===== config.mk =====
export PLATFORM = sky130hd
export DESIGN_NAME = pc_fetch_unit_flat
export DESIGN_NICKNAME = d
export VERILOG_FILES = /design/src/rtl/pc_fetch_unit_pkg.sv /design/src/rtl/pc_fetch_unit_if.sv /design/src/rtl/pc_fetch_unit_fetch_fifo.sv /design/src/rtl/pc_fetch_unit.sv /design/src/flat_wrapper.sv
export SDC_FILE = /design/constraint.sdc
export NUM_CORES = 1
export LEC_CHECK = 0
export CAP_MARGIN = 20
export CORE_ASPECT_RATIO = 0.9
export CORE_MARGIN = 2
export CORE_UTILIZATION = 45
export CTS_CLUSTER_DIAMETER = 40
export DETAILED_ROUTE_END_ITERATION = 7
export PLACE_DENSITY = 0.64
export SLEW_MARGIN = 10
export SYNTH_ARGS = -nofsm -noshare
export SYNTH_HDL_FRONTEND = slang
export SYNTH_SLANG_ARGS = --single-unit
export TNS_END_PERCENT = 10

===== constraint.sdc =====
create_clock -name clk -period 3.75 [get_ports clk]
set_clock_uncertainty 0.1 [all_clocks]
set_input_delay 0.75 -clock clk [delete_from_list [all_inputs] [get_ports clk]]
set_output_delay 0.75 -clock clk [all_outputs]
set_load 0.05 [all_outputs]

===== src/rtl/pc_fetch_unit_pkg.sv =====
// rtl/pc_fetch_unit_pkg.sv - shared CPU widths and constants for the fetch stage
package pc_fetch_unit_pkg;
  localparam int                 XLEN             = 32;
  localparam int                 INST_W           = 32;
  localparam logic [XLEN-1:0]    RESET_PC_DEFAULT = 32'h0000_0000;
  localparam logic [INST_W-1:0]  NOP              = 32'h0000_0013;

  function automatic logic [XLEN-1:0] word_align(input logic [XLEN-1:0] a);
    return a & ~XLEN'(3);
  endfunction
endpackage


===== src/rtl/pc_fetch_unit_if.sv =====
// rtl/pc_fetch_unit_if.sv - instruction memory bus and IF/ID handoff signals
interface pc_fetch_unit_if;
  import pc_fetch_unit_pkg::*;

  logic              imem_req;
  logic [XLEN-1:0]   imem_addr;
  logic              imem_gnt;
  logic              imem_rvalid;
  logic [INST_W-1:0] imem_rdata;
  logic              if_valid;
  logic              if_ready;
  logic [XLEN-1:0]   if_pc;
  logic [XLEN-1:0]   if_pc4;
  logic [INST_W-1:0] if_inst;

  modport master (
    output imem_req, imem_addr, if_valid, if_pc, if_pc4, if_inst,
    input  imem_gnt, imem_rvalid, imem_rdata, if_ready
  );

  modport slave (
    input  imem_req, imem_addr, if_valid, if_pc, if_pc4, if_inst,
    output imem_gnt, imem_rvalid, imem_rdata, if_ready
  );
endinterface


===== src/rtl/pc_fetch_unit_fetch_fifo.sv =====
// rtl/pc_fetch_unit_fetch_fifo.sv - synchronous FIFO with flush, registered head and occupancy count
module fetch_fifo #(
  parameter int DEPTH = 4,
  parameter int W     = 32
) (
  input  logic                     clk,
  input  logic                     rst_n,
  input  logic                     i_flush,
  input  logic                     i_push,
  input  logic [W-1:0]             i_data,
  input  logic                     i_pop,
  output logic [W-1:0]             o_head,
  output logic [$clog2(DEPTH):0]   o_count
);
  localparam int AW = $clog2(DEPTH);
  localparam int CW = AW + 1;

  logic [W-1:0]  r_mem [DEPTH];
  logic [AW-1:0] r_wr_ptr;
  logic [AW-1:0] r_rd_ptr;
  logic [CW-1:0] r_count;

  // Caller guarantees no push when full unless popping, and no pop when empty.
  always_ff @(posedge clk or negedge rst_n) begin
    if (!rst_n) begin
      r_wr_ptr <= '0;
      r_rd_ptr <= '0;
      r_count  <= '0;
      for (int i = 0; i < DEPTH; i++) r_mem[i] <= '0;
    end else if (i_flush) begin
      r_wr_ptr <= '0;
      r_rd_ptr <= '0;
      r_count  <= '0;
    end else begin
      if (i_push) begin
        r_mem[r_wr_ptr] <= i_data;
        r_wr_ptr        <= r_wr_ptr + AW'(1);
      end
      if (i_pop) r_rd_ptr <= r_rd_ptr + AW'(1);
      r_count <= r_count + CW'(i_push) - CW'(i_pop);
    end
  end

  assign o_head  = r_mem[r_rd_ptr];
  assign o_count = r_count;
endmodule


===== src/rtl/pc_fetch_unit.sv =====
// rtl/pc_fetch_unit.sv - IF stage: owns the PC, issues word fetches, buffers instructions for ID
module pc_fetch_unit
  import pc_fetch_unit_pkg::*;
#(
  parameter logic [XLEN-1:0] RESET_PC   = RESET_PC_DEFAULT,
  parameter int              FIFO_DEPTH = 4
) (
  input  logic              clk,
  input  logic              rst_n,
  input  logic              redirect_valid,
  input  logic [XLEN-1:0]   redirect_pc,
  pc_fetch_unit_if.master   bus
);
  localparam int CW = $clog2(FIFO_DEPTH) + 1;
  localparam int DW = 8;

  logic [XLEN-1:0]        r_pc_q;
  logic [DW-1:0]          r_discard;
  logic [CW-1:0]          w_outstanding;
  logic [CW-1:0]          w_ibuf_count;
  logic [CW:0]            w_credit_used;
  logic [XLEN-1:0]        w_tag_pc;
  logic [XLEN+INST_W-1:0] w_ibuf_head;
  logic                   w_ibuf_empty;
  logic                   w_grant;
  logic                   w_pop;
  logic                   w_rv_drop;
  logic                   w_rv_live;
  logic                   w_push;

  assign w_ibuf_empty  = (w_ibuf_count == '0);
  assign bus.if_valid  = !redirect_valid && !w_ibuf_empty;
  assign w_pop         = bus.if_valid && bus.if_ready;

  // Credits cover both live fetches in flight and buffered entries, so the buffer never overflows.
  assign w_credit_used = (CW+1)'(w_outstanding) + (CW+1)'(w_ibuf_count) - (CW+1)'(w_pop);
  assign bus.imem_req  = rst_n && !redirect_valid && (w_credit_used < (CW+1)'(FIFO_DEPTH));
  assign bus.imem_addr = r_pc_q;
  assign w_grant       = bus.imem_req && bus.imem_gnt;

  // Stale responses (issued before a redirect) come back first and are swallowed by r_discard.
  assign w_rv_drop = bus.imem_rvalid && (r_discard != '0);
  assign w_rv_live = bus.imem_rvalid && (r_discard == '0) && (w_outstanding != '0);
  assign w_push    = w_rv_live && !redirect_valid;

  assign bus.if_pc   = w_ibuf_empty ? '0 : w_ibuf_head[XLEN+INST_W-1:INST_W];
  assign bus.if_inst = w_ibuf_empty ? '0 : w_ibuf_head[INST_W-1:0];
  assign bus.if_pc4  = w_ibuf_empty ? '0 : bus.if_pc + XLEN'(4);

  always_ff @(posedge clk or negedge rst_n) begin
    if (!rst_n) begin
      r_pc_q    <= RESET_PC;
      r_discard <= '0;
    end else if (redirect_valid) begin
      r_pc_q    <= word_align(redirect_pc);
      r_discard <= r_discard - DW'(w_rv_drop) + DW'(w_outstanding) - DW'(w_rv_live);
    end else begin
      if (w_grant) r_pc_q <= r_pc_q + XLEN'(4);
      r_discard <= r_discard - DW'(w_rv_drop);
    end
  end

  // The tag queue occupancy is the live outstanding-request count.
  fetch_fifo #(.DEPTH(FIFO_DEPTH), .W(XLEN)) u_tag_q (
    .clk     (clk),
    .rst_n   (rst_n),
    .i_flush (redirect_valid),
    .i_push  (w_grant),
    .i_data  (r_pc_q),
    .i_pop   (w_rv_live),
    .o_head  (w_tag_pc),
    .o_count (w_outstanding)
  );

  fetch_fifo #(.DEPTH(FIFO_DEPTH), .W(XLEN+INST_W)) u_ibuf (
    .clk     (clk),
    .rst_n   (rst_n),
    .i_flush (redirect_valid),
    .i_push  (w_push),
    .i_data  ({w_tag_pc, bus.imem_rdata}),
    .i_pop   (w_pop),
    .o_head  (w_ibuf_head),
    .o_count (w_ibuf_count)
  );
endmodule


===== src/flat_wrapper.sv =====
// flat-port wrapper written by rule: the top's interface ports become plain ports
module pc_fetch_unit_flat import pc_fetch_unit_pkg::*;
#(
  parameter logic [XLEN-1:0] RESET_PC   = RESET_PC_DEFAULT,
  parameter int              FIFO_DEPTH = 4
)
  (clk, rst_n, redirect_valid, redirect_pc, bus_imem_req, bus_imem_addr, bus_if_valid, bus_if_pc, bus_if_pc4, bus_if_inst, bus_imem_gnt, bus_imem_rvalid, bus_imem_rdata, bus_if_ready);
  pc_fetch_unit_if bus_i ();
  input  logic clk;
  input  logic rst_n;
  input  logic redirect_valid;
  input  logic [XLEN-1:0] redirect_pc;
  output wire logic [$bits(bus_i.imem_req)-1:0] bus_imem_req;
  output wire logic [$bits(bus_i.imem_addr)-1:0] bus_imem_addr;
  output wire logic [$bits(bus_i.if_valid)-1:0] bus_if_valid;
  output wire logic [$bits(bus_i.if_pc)-1:0] bus_if_pc;
  output wire logic [$bits(bus_i.if_pc4)-1:0] bus_if_pc4;
  output wire logic [$bits(bus_i.if_inst)-1:0] bus_if_inst;
  input wire logic [$bits(bus_i.imem_gnt)-1:0] bus_imem_gnt;
  input wire logic [$bits(bus_i.imem_rvalid)-1:0] bus_imem_rvalid;
  input wire logic [$bits(bus_i.imem_rdata)-1:0] bus_imem_rdata;
  input wire logic [$bits(bus_i.if_ready)-1:0] bus_if_ready;
  assign bus_imem_req = bus_i.imem_req;
  assign bus_imem_addr = bus_i.imem_addr;
  assign bus_if_valid = bus_i.if_valid;
  assign bus_if_pc = bus_i.if_pc;
  assign bus_if_pc4 = bus_i.if_pc4;
  assign bus_if_inst = bus_i.if_inst;
  assign bus_i.imem_gnt = bus_imem_gnt;
  assign bus_i.imem_rvalid = bus_imem_rvalid;
  assign bus_i.imem_rdata = bus_imem_rdata;
  assign bus_i.if_ready = bus_if_ready;
  pc_fetch_unit #(.RESET_PC(RESET_PC), .FIFO_DEPTH(FIFO_DEPTH)) u_core (.clk(clk), .rst_n(rst_n), .redirect_valid(redirect_valid), .redirect_pc(redirect_pc), .bus(bus_i));
endmodule

==> results of run 1 <==
==> sequential cells by signal, summed over array words and instances (netlist names) <==
| register | count |
|---|---|
| u_core.u_ibuf.r_mem | 248 |
| u_core.u_ibuf.r_wr_ptr | 2 |
| u_core.u_tag_q.o_count | 3 |
| u_core.u_tag_q.r_mem | 120 |
| u_core.u_tag_q.r_rd_ptr | 2 |
| u_core.bus.imem_addr | 30 |
| u_core.u_tag_q.r_wr_ptr | 2 |
| u_core.u_ibuf.o_count | 3 |
| u_core.r_discard | 8 |
| u_core.u_ibuf.r_rd_ptr | 2 |
==> layout make-up <==
| type | instances | area [um^2] | share of cell area |
|---|---|---|---|
| Clock inverter | 33 | 432 | 0.0166 |
| Sequential cell | 420 | 10500 | 0.404 |
| Multi-Input combinational cell | 933 | 9540 | 0.366 |
| Inverter | 32 | 120 | 0.00461 |
| Timing Repair Buffer | 290 | 3000 | 0.115 |
| Tap cell | 608 | 761 | 0.0292 |
| Clock buffer | 80 | 1670 | 0.0641 |
==> layer usage <==
layer | global-route usage | vias to the layer above | routed length (um)
met2 | 0.335 | 255 | 22700
met1 | 0.284 | 6773 | 21700
met3 | 0.0326 | 62 | 2080
met5 | 0 | - | 0
li1 | - | 5871 | -
met4 | 0.0605 | 0 | 844
==> where the power goes <==
group | total (mW) | switching, mW | internal (mW) | leakage (nW)
logic | 3.17 | 1.71 | 1.46 | 5.54
registers | 5.22 | 0.295 | 4.92 | 5.72
clock network | 5.79 | 2.15 | 3.64 | 1.00
==> what timing repair did <==
action | 4_1_cts | 5_1_grt
endpoints found under the hold margin | 23 | 0
gates resized for setup | 49 | 17
buffers inserted | 11 | 1
pin swaps | 12 | 9
hold buffers | 1 | 0
cloned | 0 | 0
setup endpoints to repair | 51 | 33
==> per-stage QoR <==
step | hold WS (ns) | setup TNS [ns] | std cells | area (um^2)
floorplan | 0.354 | -0.892 | 1490 | 20600
global placement | 0.380 | -0.397 | 2271 | 23800
detailed placement | 0.387 | -0.618 | 2271 | 23800
CTS | 0.398 | -8.99 | 2395 | 26000
global route | 0.405 | -10.18 | 2396 | 26000
finish | 0.397 | -6.53 | 2396 | 26000
==> cell families (layout without fill, tap and decap cells) <==
group                      count (synthesis)  count (layout)
AOI/OAI and AO/OA                         91              91
xor gates and xnor gates                  72              72
adders and majority gates                 32              32
buffers and inverters                    137             435
DFF                                      420             420
muxes                                    467             467
other                                      1               6
and+or+nand+nor                          265             265
==> synthesized netlist by cell type (2+ instances only) <==
cell type	instances	area share
buf_1	6	0.0011
o2111ai_1	19	0.0081
a211o_1	2	0.00086
mux4_2	77	0.085
nand3_1	8	0.0020
xor2_1	40	0.017
a21oi_1	10	0.0024
buf_2	6	0.0015
mux4_1	13	0.017
nor3_1	8	0.0020
o21ai_0	43	0.011
nor2b_1	8	0.0024
nand4_1	5	0.0015
nor4_1	5	0.0015
buf_4	10	0.0037
a2111oi_0	5	0.0021
nand2b_1	3	0.00092
dfrtp_1	420	0.51
nand2_1	71	0.013
mux2i_1	6	0.0029
a211oi_1	2	0.00073
and4_1	3	0.0013
mux2_2	371	0.20
nand3b_1	5	0.0018
and3_1	13	0.0040
and2_1	64	0.020
o21a_1	2	0.00073
or3_1	11	0.0034
xnor2_1	32	0.014
or2_2	4	0.0012
ha_1	29	0.018
nor2_1	48	0.0088
fa_1	3	0.0029
clkbuf_1	81	0.015
inv_1	32	0.0059
==> worst paths after layout <==
check,start,endpoint,cells after the start
min,u_core.u_ibuf.r_mem[217],u_core.u_ibuf.r_mem[217],1
min in group asynchronous,rst_n,u_core.u_ibuf.r_mem[196],2
max,u_core.u_ibuf.r_rd_ptr[0],bus_if_pc4[28],10
min reg2reg,u_core.u_ibuf.r_mem[217],u_core.u_ibuf.r_mem[217],1
max in group asynchronous,rst_n,u_core.u_ibuf.r_rd_ptr[0],3
max reg2reg,u_core.r_discard[5],u_core.r_discard[7],16
==> load_flow_metrics.sql, run 1 <==
INSERT INTO impl_metrics (metric_group, metric, value, unit) VALUES
('detailed_routing', 'routed_wire_length_per_instance', '19.7', 'um'),
('yosys', 'post_synthesis_simple_gate_area_fraction', '0.0680', ''),
('detailed_routing', 'antenna_left', '0', ''),
('grt', 'grt_pass1_vias', '13800', ''),
('critical_path', 'worst_path_max_delay_cell', 'or4_4', ''),
('critical_path', 'reg2reg_setup_slack', '0.11', 'ns'),
('critical_path', 'start_kind', 'flop', ''),
('critical_path', 'worst_path_dominant_cell_family', 'simple AND/OR/NAND/NOR gates', ''),
('critical_path', 'worst-path-buf-inv', '2', ''),
('final_layout', 'num-nets-final', '1840', ''),
('job', 'timing.max_cap.violations', '0', ''),
('final_layout', 'share_of_final_layout_standard_cells_stronger_than_drive_strength_1', '0.428', ''),
('sta', 'report.final.slew_viol_count', '0', ''),
('clock_network', 'h-tree-depth', '2', ''),
('yosys', 'synth_adder_area_share', '0.0207', ''),
('yosys', 'ys_seq_area_frac', '0.514', ''),
('clock_network', 'numCtsBuffers', '61', ''),
('yosys', 'postSynthAreaPerCell', '13.8', 'um^2'),
('pwr', 'vdd.ir_drop.worst', '378', 'uV'),
('yosys', 'syn_area', '0.0204', 'mm^2'),
('yosys', 'synth_xor_area_frac', '0.0308', ''),
('yosys', 'post_synthesis_cells', '1485', ''),
('yosys', 'synthesized_area_fraction_occupied_by_ao_oa_aoi_and_oai_cells', '0.0291', ''),
('yosys', 'post_synth_mux_area_share', '0.309', ''),
('sta', 'rsz0062_at_grt', 'yes', ''),
('placement', 'post_place_setup_slack', '-0.178', 'ns'),
('yosys', 'synth_cell_type_count', '55', ''),
('grt', 'globalRouteTotalUtil', '0.205', ''),
('final_layout', 'antenna_cells', '0', ''),
('sta', 'max_freq', '236', 'MHz'),
('clock_network', 'cts_buffer_depth', '3', ''),
('floorplanning', 'num_io_pins', '200', ''),
('sta', 'fin_ws', '-0.479', 'ns'),
('sta', 'total_count_of_hold_check_failures_in_the_final_report', '0', ''),
('pwr', 'leakage', '12.3', 'nW'),
('detailed_routing', 'firstDrtPassIters', '7', ''),
('placement', 'detailed_place_hpwl', '31000', 'um'),
('critical_path', 'critPathKind', 'reg -> out', ''),
('final_layout', 'nFillCells', '3659', ''),
('run_status', 'failed_checks', 'negative setup slack', ''),
('sta', 'setup_viol', '22', ''),
('critical_path', 'worst-endpoint-required', '2.90', 'ns'),
('sta', 'timing.slew.headroom', '0.389', ''),
('critical_path', 'cp-end-kind', 'output port', ''),
('final_layout', 'post-route-util', '0.577', ''),
('detailed_routing', 'via_count_normalized_by_instance_count', '5.41', ''),
('detailed_routing', 'drc_errors', '0', ''),
('detailed_routing', 'initialDrtViolationCount', '755', ''),
('clock_network', 'cts_root_buffer', 'clkbuf_16', ''),
('yosys', 'synth_top_family_by_area', 'multiplexers', ''),
('yosys', 'synth_ff_type', 'dfrtp_1', ''),
('sta', 'worst_pin_slew', '0.917', 'ns'),
('clock_network', 'cts_sinks', '420', ''),
('floorplanning', 'die_width', '229', 'um'),
('clock_network', 'clk-insertion-delay-late', '0.61', 'ns'),
('critical_path', 'arrival', '3.38', 'ns'),
('grt', 'grt_overflow', '0', ''),
('grt', 'grt_max_degree', '175', ''),
('run_status', 'run_status', 'finished, violations left', ''),
('sta', 'final_period_minus_worst_setup_slack', '4.23', 'ns'),
('final_layout', 'leading_cell_type_in_the_layout_fill_and_taps_excluded', 'dfrtp_1', ''),
('floorplanning', 'fp.dieArea', '0.0472', 'mm^2'),
('clock_network', 'clk_pin_slew_worst_paths', '0.05', 'ns'),
('placement', 'finalWeightedCongestion', '0.833', ''),
('yosys', 'ffs_w_async_s_r_synth', '1.00', ''),
('floorplanning', 'die_height', '206', 'um'),
('yosys', 'synth_enable_flop_cells', '0', ''),
('detailed_routing', 'detailroute.via_count', '13000', ''),
('floorplanning', 'placement_rows', '74', ''),
('critical_path', 'slowest_delay', '0.52', 'ns'),
('grt', 'antenna_found_initial', '0', '');
(Power assumes the default switching activity.)
==> inputs of run 2 (changes only) <==
--- a/config.mk
+++ b/config.mk
@@ -12,7 +12,7 @@
 export CTS_CLUSTER_DIAMETER = 40
 export DETAILED_ROUTE_END_ITERATION = 7
 export PLACE_DENSITY = 0.64
-export SLEW_MARGIN = 10
+export SLEW_MARGIN = 20
 export SYNTH_ARGS = -nofsm -noshare
 export SYNTH_HDL_FRONTEND = slang
 export SYNTH_SLANG_ARGS = --single-unit
==> results of run 2 <==
The final DEF is identical to that of run 1; final timing and power are the same.
==> inputs of run 3 (changes only) <==
--- a/config.mk
+++ b/config.mk
@@ -5,13 +5,13 @@
 export SDC_FILE = /design/constraint.sdc
 export NUM_CORES = 1
 export LEC_CHECK = 0
-export CAP_MARGIN = 20
 export CORE_ASPECT_RATIO = 0.9
 export CORE_MARGIN = 2
-export CORE_UTILIZATION = 45
+export CORE_UTILIZATION = 40
 export CTS_CLUSTER_DIAMETER = 40
 export DETAILED_ROUTE_END_ITERATION = 7
-export PLACE_DENSITY = 0.64
+export PLACE_DENSITY = 0.58
+export REMOVE_ABC_BUFFERS = 1
 export SLEW_MARGIN = 20
 export SYNTH_ARGS = -nofsm -noshare
 export SYNTH_HDL_FRONTEND = slang
==> run 3 against run 2 <==
- the flow still finishes with violations (negative setup slack)
- worst setup slack better by 0.0026 ns
- count of clock-buffer cells in the layout up 6
- flip-flop and latch count unchanged
- combinational power up 1%
- via count up 0.39%
- total power up 5.0%
- clock power up 12%
- critical endpoint is now bus_if_pc4[29]
- highest routed layer unchanged
==> load_flow_metrics.sql, run 3 (synthesized netlist as in run 1, its figures left out) <==
INSERT INTO impl_metrics (metric_group, metric, value, unit) VALUES
('clock_network', 'numCtsBuffers', '67', ''),
('critical_path', 'reg2reg_setup_slack', '0.17', 'ns'),
('critical_path', 'start_kind', 'flop', ''),
('placement', 'buffer_ports.inserted', '191', ''),
('final_layout', 'post-route-util', '0.525', ''),
('detailed_routing', 'met2RoutedLength', '23900', 'um'),
('detailed_routing', 'detail_route.wirelength', '49500', 'um'),
('final_layout', 'top_register', 'u_core.u_ibuf.r_mem', ''),
('floorplanning', 'num_io_pins', '200', ''),
('critical_path', 'worst-endpoint-required', '2.90', 'ns'),
('final_layout', 'leading_cell_type_in_the_layout_fill_and_taps_excluded', 'dfrtp_1', ''),
('detailed_routing', 'met3_length', '1970', 'um'),
('sta', 'rsz0062_at_grt', 'yes', ''),
('detailed_routing', 'antenna_left', '0', ''),
('sta', 'timing.final.crit_share', '1.13', ''),
('final_layout', 'share_of_final_layout_standard_cells_stronger_than_drive_strength_1', '0.434', ''),
('critical_path', 'cp-end-kind', 'output port', ''),
('grt', 'grt_max_degree', '176', ''),
('critical_path', 'critPathKind', 'reg -> out', ''),
('sta', 'fin_tns_setup', '-7.35', 'ns'),
('detailed_routing', 'routed_wire_length_per_instance', '19.8', 'um'),
('detailed_routing', 'firstDrtPassIters', '4', ''),
('run_status', 'run_status', 'finished, violations left', ''),
('detailed_routing', 'wirelength_met1', '22700', 'um'),
('sta', 'timing.slew.headroom', '0.344', ''),
('sta', 'report.final.slew_viol_count', '0', ''),
('floorplanning', 'coreArea', '0.0505', 'mm^2'),
('detailed_routing', 'detailroute.via_count', '13000', ''),
('run_status', 'failed_checks', 'negative setup slack', ''),
('detailed_routing', 'drc_errors', '0', ''),
('final_layout', 'area_delta_synth_final', '29.6', '%'),
('grt', 'grt_overflow', '0', ''),
('grt', 'wire_length_of_the_first_global_routing_pass', '79800', 'um'),
('floorplanning', 'placement_rows', '78', ''),
('sta', 'max_freq', '237', 'MHz'),
('clock_network', 'cts_root_buffer', 'clkbuf_16', ''),
('clock_network', 'cts_sinks', '420', ''),
('pwr', 'leakage', '12.5', 'nW'),
('floorplanning', 'die_width', '242', 'um'),
('clock_network', 'cts_buffer_depth', '3', ''),
('critical_path', 'critical_path.max_fanout', '4', ''),
('final_layout', 'largest_register_ffs', '248', ''),
('clock_network', 'cts_tree', 'yes', ''),
('final_layout', 'most-common-layout-cells', '416 x dfrtp_1, 371 x mux2_2, 132 x buf_4', ''),
('detailed_routing', 'via_count_normalized_by_instance_count', '5.21', ''),
('detailed_routing', 'initialDrtViolationCount', '625', ''),
('placement', 'detailed_place_hpwl', '31900', 'um'),
('clock_network', 'clk-insertion-delay-late', '0.58', 'ns'),
('pwr', 'power_per_cell_area', '562', 'mW/mm^2'),
('sta', 'setup_viol', '24', ''),
('floorplanning', 'fp.dieArea', '0.0530', 'mm^2'),
('pwr', 'vdd.ir_drop.worst', '370', 'uV'),
('worst_hold_path', 'min-delay-path-class', 'reg -> reg', ''),
('sta', 'total_count_of_hold_check_failures_in_the_final_report', '0', ''),
('job', 'timing.max_cap.violations', '0', ''),
('critical_path', 'arrival', '3.38', 'ns'),
('clock_network', 'h-tree-depth', '3', ''),
('grt', 'antenna_found_initial', '0', ''),
('floorplanning', 'initial_core_util', '0.405', ''),
('grt', 'globalRouteTotalUtil', '0.192', ''),
('sta', 'finalHoldWorstSlack', '0.394', 'ns'),
('sta', 'final_period_minus_worst_setup_slack', '4.23', 'ns'),
('sta', 'fin_ws', '-0.477', 'ns'),
('detailed_routing', 'routed.top_layer', 'met4', ''),
('sta', 'worst_pin_slew', '0.983', 'ns'),
('floorplanning', 'die_height', '219', 'um'),
('placement', 'finalWeightedCongestion', '0.816', ''),
('grt', 'grt_pass1_vias', '14000', ''),
('clock_network', 'clk_pin_slew_worst_paths', '0.05', 'ns'),
('final_layout', 'num-nets-final', '1863', '');
-- run 3: what timing repair did --
action                                  4_1_cts  5_1_grt
hold buffers                                  1        0
resized for setup                            62       12
endpoints found under the hold margin        16        0
buffers inserted                              3        3
pin swaps                                    12        2
endpoints found under the setup margin       63       41
-- run 3: through the flow --
step / power, mW / setup WS [ns] / cells / cell area (um^2)
floorplan: 7.16 / -2.89 / 1385 / 20000
global placement: 8.30 / -0.235 / 2366 / 23900
detailed placement: 8.40 / -0.218 / 2366 / 23900
CTS: 15.0 / -0.536 / 2492 / 26400
global route: 15.6 / -0.608 / 2494 / 26500
finish: 14.9 / -0.477 / 2495 / 26500
-- run 3: area by class of cell --
type	count	area, um^2
diodes	1	2.50
clock buffers	86	1890
clock inverters	36	482
fillers	4311	24000
inverters	32	120
multi-input cells	933	9500
flip-flops and latches	420	10500
well taps	680	851
repair buffers	307	3150
-- run 3: power by group --
part           total, mW  switching (mW)  internal (mW)
Clock               6.47            2.26           4.21
Sequential          5.21           0.286           4.92
Combinational       3.21            1.72           1.49
-- run 3: worst paths after layout --
| check | startpoint | end | depth (start not counted) |
|---|---|---|---|
| setup reg to reg | u_core.r_discard[5] | u_core.r_discard[7] | 16 |
| max in group asynchronous | rst_n | u_core.u_ibuf.r_rd_ptr[0] | 4 |
| hold / removal | u_core.u_ibuf.r_mem[167] | u_core.u_ibuf.r_mem[167] | 1 |
| min in group asynchronous | rst_n | u_core.u_ibuf.r_mem[205] | 2 |
| hold reg to reg | u_core.u_ibuf.r_mem[167] | u_core.u_ibuf.r_mem[167] | 1 |
| setup / recovery | u_core.u_ibuf.r_rd_ptr[0] | bus_if_pc4[29] | 13 |
-- run 3: worst max-delay path, cell delays in order, from the launching register on --
cell and delay, ns:
dfrtp_4 0.52, buf_6 0.14, mux4_2 0.36, buf_6 0.10
and3_4 0.18, nand4_1 0.08, buf_4 0.18, nor4_1 0.33
buf_4 0.22, nand2_2 0.06, or2_0 0.19, a21oi_1 0.13
buf_4 0.15, buf_12 0.13
-- run 3: layer usage --
layer  GRT usage  vias to the layer above
met5           0                        -
met2       0.318                      238
met4      0.0455                        0
met1       0.258                     6787
li1            -                     5926
met3      0.0414                       60
